--- src/rtl/pipe_stage_hs_if.sv ---
// pipe_stage_hs_if: upstream/downstream valid-ready bundle of an elastic pipeline stage
interface pipe_stage_hs_if #(
  parameter int DATA_W = 32,
  parameter int CTRL_W = 4
);
  logic in_valid;
  logic in_ready;
  logic [DATA_W-1:0] in_data;
  logic [CTRL_W-1:0] in_ctrl;
  logic out_valid;
  logic out_ready;
  logic [DATA_W-1:0] out_data;
  logic [CTRL_W-1:0] out_ctrl;
  modport slave (
    input  in_valid, in_data, in_ctrl, out_ready,
    output in_ready, out_valid, out_data, out_ctrl
  );
  modport master (
    output in_valid, in_data, in_ctrl, out_ready,
    input  in_ready, out_valid, out_data, out_ctrl
  );
endinterface

--- src/rtl/pipe_stage_hs.sv ---
// pipe_stage_hs: elastic pipeline stage with 2-entry skid buffer, flush and bubble control zeroing
module pipe_stage_hs #(
  parameter int DATA_W = 32,
  parameter int CTRL_W = 4,
  parameter int CLEAR_DATA = 0
) (
  input  logic clk,
  input  logic reset,
  input  logic flush,
  pipe_stage_hs_if.slave bus,
  output logic [1:0] count
);
  logic [DATA_W-1:0] main_data, skid_data;
  logic [CTRL_W-1:0] main_ctrl, skid_ctrl;
  logic acc, pop;
  assign bus.out_valid = count != 2'd0;
  assign bus.in_ready = count != 2'd2;
  assign acc = bus.in_valid & bus.in_ready;
  assign pop = bus.out_valid & bus.out_ready;
  // bubbles never carry control, so an empty stage cannot trigger a write
  assign bus.out_ctrl = bus.out_valid ? main_ctrl : '0;
  assign bus.out_data = (CLEAR_DATA != 0 && !bus.out_valid) ? '0 : main_data;
  always_ff @(posedge clk or posedge reset)
    if (reset) begin
      count <= 2'd0;
      main_data <= '0;
      main_ctrl <= '0;
      skid_data <= '0;
      skid_ctrl <= '0;
    end else if (flush) begin
      count <= 2'd0;
    end else begin
      count <= count + {1'b0, acc} - {1'b0, pop};
      if (count == 2'd2 && pop) begin
        main_data <= skid_data;
        main_ctrl <= skid_ctrl;
      end else if (acc && (count == 2'd0 || pop)) begin
        main_data <= bus.in_data;
        main_ctrl <= bus.in_ctrl;
      end
      if (acc && count == 2'd1 && !pop) begin
        skid_data <= bus.in_data;
        skid_ctrl <= bus.in_ctrl;
      end
    end
endmodule

--- src/flat_wrapper.sv ---
// flat-port wrapper written by rule: the top's interface ports become plain ports
module pipe_stage_hs_flat 
#(
  parameter int DATA_W = 32,
  parameter int CTRL_W = 4,
  parameter int CLEAR_DATA = 0
)
  (clk, reset, flush, count, bus_in_valid, bus_in_data, bus_in_ctrl, bus_out_ready, bus_in_ready, bus_out_valid, bus_out_data, bus_out_ctrl);
  pipe_stage_hs_if #(.DATA_W(DATA_W), .CTRL_W(CTRL_W)) bus_i ();
  input  logic clk;
  input  logic reset;
  input  logic flush;
  output logic [1:0] count;
  input wire logic [$bits(bus_i.in_valid)-1:0] bus_in_valid;
  input wire logic [$bits(bus_i.in_data)-1:0] bus_in_data;
  input wire logic [$bits(bus_i.in_ctrl)-1:0] bus_in_ctrl;
  input wire logic [$bits(bus_i.out_ready)-1:0] bus_out_ready;
  output wire logic [$bits(bus_i.in_ready)-1:0] bus_in_ready;
  output wire logic [$bits(bus_i.out_valid)-1:0] bus_out_valid;
  output wire logic [$bits(bus_i.out_data)-1:0] bus_out_data;
  output wire logic [$bits(bus_i.out_ctrl)-1:0] bus_out_ctrl;
  assign bus_i.in_valid = bus_in_valid;
  assign bus_i.in_data = bus_in_data;
  assign bus_i.in_ctrl = bus_in_ctrl;
  assign bus_i.out_ready = bus_out_ready;
  assign bus_in_ready = bus_i.in_ready;
  assign bus_out_valid = bus_i.out_valid;
  assign bus_out_data = bus_i.out_data;
  assign bus_out_ctrl = bus_i.out_ctrl;
  pipe_stage_hs #(.DATA_W(DATA_W), .CTRL_W(CTRL_W), .CLEAR_DATA(CLEAR_DATA)) u_core (.clk(clk), .reset(reset), .flush(flush), .bus(bus_i), .count(count));
endmodule
--- config.mk ---
export PLATFORM = sky130hd
export DESIGN_NAME = pipe_stage_hs_flat
export DESIGN_NICKNAME = d
export VERILOG_FILES = /design/src/rtl/pipe_stage_hs_if.sv /design/src/rtl/pipe_stage_hs.sv /design/src/flat_wrapper.sv
export SDC_FILE = /design/constraint.sdc
export NUM_CORES = 1
export LEC_CHECK = 0
export CAP_MARGIN = 20
export CELL_PAD_IN_SITES_DETAIL_PLACEMENT = 1
export CELL_PAD_IN_SITES_GLOBAL_PLACEMENT = 2
export CORE_UTILIZATION = 31
export DETAILED_ROUTE_END_ITERATION = 12
export PLACE_DENSITY = 0.86
export REMOVE_ABC_BUFFERS = 1
export SLEW_MARGIN = 20
export SYNTH_ARGS = -nofsm -noshare
export SYNTH_HDL_FRONTEND = slang
export SYNTH_SLANG_ARGS = --single-unit
--- constraint.sdc ---
create_clock -name clk -period 2.18 [get_ports clk]
set_input_delay 0.327 -clock clk [delete_from_list [all_inputs] [get_ports clk]]
set_output_delay 0.327 -clock clk [all_outputs]
set_load 0.01 [all_outputs]
==> reports/results.tsv <==
stage	metric	value	unit
status	status	complete, no violations	
synth	synth_top_family_by_area	multiplexers	
grt	antenna_found_initial	0	
die	core_area	0.0104	mm2
cts	cts_root_buf	clkbuf_8	
synth	synth-xor-area-share	0	%
placement	post-dp-hpwl	4.35	mm
finish	drive_gt1_share	43.0	%
finish	area_growth	35.1	%
setup_path	arrival	1.68	ns
cts	path_clk_slew	0.08	ns
synth	synth-seq-cells	74	
synth	netlist_instances	216	
timing	setup_viol	0	
drt	first_iter_violations	13	
die	die_w	106	um
synth	yosysSeqAreaShare	55.6	%
setup_path	reg2reg_depth	4	
setup_path	r2r_start	u_core.count[0]	
timing	max_slew_margin	73.0	%
setup_path	worstSetupPathType	register to primary output	
synth	synthFlopType	dfrtp_1	
setup_path	crit_fanout	8	
placement	numPortBuffers	80	
die	placementRows	37	
timing	holdWs	0.374	ns
grt	grt-ovfl-total	0	
setup_path	reg2reg_to	u_core.bus.out_data[0]	
setup_path	required	1.85	ns
synth	async_reset_ff_share	100	%
synth	synth_area_per_cell	15.4	um2
grt	grt_pass1_vias	2199	
grt	grt_max_degree	75	
power	power_density	887	mW/mm2
timing	fin_skew	0.00939	ns
run	cap_violations	0	
cts	cts_tree	built	
die	fp.dieH	106	um
drt	routed_wl	6.55	mm
drt	vias	2022	
drt	wl_per_cell	14.9	um
setup_path	cpLargestDelayFamily	flip-flops	
grt	grt_pass1_wl	11.3	mm
setup_path	r2r_setup_slack	0.42	ns
timing	tightest_slew	0.404	ns
synth	muxShareOfSynthArea	36.8	%
die	die-area	0.0112	mm2
synth	syn_area	0.00333	mm2
setup_path	path_buf_inv	1	
drt	antenna_left	0	
cts	cts_made_buffers	9	
cts	cts_buffer_depth	2	
setup_path	crit_path_top_delay_cell	dfrtp_1	
power	peakVddDrop	365	uV
synth	synth_top_area_share	55.6	%
placement	gp_congestion	0.724	
placement	placed_area	0.00430	mm2
cts	ctsHtreeMaxLevel	3	
grt	grt.total_usage	13.1	%
cts	clk_latency	0.34	ns
setup_path	endpoint_kind	primary output	
synth	synth_edf_count	0	
timing	max_freq	0.498	GHz
synth	synth-adder-area-share	0.376	%
timing	fin_crit_sh	92.1	%
timing	maxSlewViolCount	0	
synth	synth_top_cell_by_area	dfrtp_1	
timing	finalCriticalPeriod	2.01	ns
finish	n_antenna_cell	0	
drt	drc	0	
timing	hold_viol_final	0	
die	initial_core_util	32.1	%
drt	via_per_inst	4.59	
drt	drtPass1Iterations	4	
setup_path	worstSetupStartpointType	register	
synth	synth_simple_gate_area_share	3.42	%
cts	cts.sinks	74	
finish	fin_nets	342	
finish	fill_cells	1092	
synth	synth_compound_area_share	0.940	%
power	p_total	3.99	mW
synth	synth_cell_types	22	
hold_path	hold_class	input port to asynchronous set/reset pin	
synth	yosysWarnings	0	
synth	synth_area_leaders	dfrtp_1 (56%), mux2_2 (36%), buf_6 (1.0%), nor2b_1 (0.94%), buf_2 (0.75%)	
timing	rsz0062_at_grt	no	
finish	fin_area	0.00450	mm2
power	p_leak	1.85	nW
setup_path	critPathMaxStageDelay	0.54	ns
die	ios	81	
setup_path	cp_cell_sequence	nor2_2 > nor2b_1 > clkdlybuf4s50_1	
-- cells by family after synthesis --
| family | count (synthesis) |
|---|---|
| compound gates | 3 |
| fa+ha+maj | 1 |
| buf+inv | 14 |
| flops | 74 |
| mux | 109 |
| simple gates | 15 |
-- metal layers --
layer / up-vias / wire length [um] / GRT usage, %
met1: 1026 / 3020 / 17.6
met2: 48 / 3180 / 20.2
met4: 0 / 96 / 5.06
met3: 8 / 254 / 3.22
li1: 940 / - / -
met5: - / 0 / 0
-- cell type report --
| class | count | area [um2] | area share (%) |
|---|---|---|---|
| Tap cell | 136 | 170 | 3.79 |
| Timing Repair Buffer | 84 | 881 | 19.6 |
| Sequential cell | 74 | 1850 | 41.2 |
| Clock buffer | 9 | 124 | 2.76 |
| Multi-Input combinational cell | 128 | 1390 | 30.8 |
| Inverter | 3 | 12.5 | 0.278 |
| Clock inverter | 7 | 70.1 | 1.56 |
-- cells in the final DEF, fill, tap and decap left out, types with 2 or more instances in the layout --
cell | Yosys | routed
mux2_1 | 2 | 2
clkdlybuf4s50_1 | 0 | 80
inv_1 | 3 | 2
clkinv_2 | 0 | 4
nand3b_1 | 2 | 2
mux2_2 | 106 | 106
clkbuf_8 | 0 | 9
dfrtp_1 | 74 | 74
buf_12 | 0 | 4
clkinv_4 | 0 | 2
nor2b_1 | 5 | 5
-- state kept, by name, summed over array words and instances, names as in the netlist --
register             count
u_core.main_ctrl         4
u_core.count             2
u_core.bus.out_data     32
u_core.skid_data        32
u_core.skid_ctrl         4
-- cell usage after synthesis (2+ instances only) --
master	count
mux2_1	2
nand3b_1	2
buf_2	5
buf_4	3
buf_6	3
dfrtp_1	74
nor2b_1	5
inv_1	3
mux2_2	106
-- tightest hold or removal path, delay by kind of cell --
kind / cells / cell delay [ns]
buf+inv: 3 / 0.80
-- how the worst max path moves through the flow --
stage	startpoint	to	slack [ns]	depth (start not counted)
4_1_cts	u_core.count[1]	bus_out_ctrl[3]	0.06	3
3_5_place_dp	bus_out_ready	u_core.skid_data[19]	0.02	5
5_1_grt	u_core.count[1]	bus_out_ctrl[2]	0.05	3
2_1_floorplan	u_core.count[0]	u_core.skid_ctrl[0]	-0.25	3
6_report	u_core.count[1]	bus_out_ctrl[1]	0.17	3
3_3_place_gp	bus_out_ready	u_core.skid_data[0]	0.09	5
-- stage by stage --
stage          setup WS, ns  std cells  TNS (ns)  utilization [%]
2_1_floorplan        -0.249        205    -18.24                -
3_3_place_gp         0.0910        425         0             41.5
3_5_place_dp         0.0207        425         0             41.5
4_1_cts              0.0603        441         0             43.3
5_1_grt              0.0455        441         0             43.4
6_report              0.172        441         0             43.4
-- what timing repair did --
item	in CTS	in global routing
buffers inserted	0	0
hold buffers	0	0
endpoints found under the setup margin	0	5
gates resized for setup	0	1
-- power by group --
group	leakage, nW	switching, mW	total, mW	internal [mW]
clock	0.0990	0.518	1.04	0.526
combinational	0.856	0.332	1.00	0.671
sequential	0.894	0.192	1.94	1.75
(Power assumes the default switching activity.)
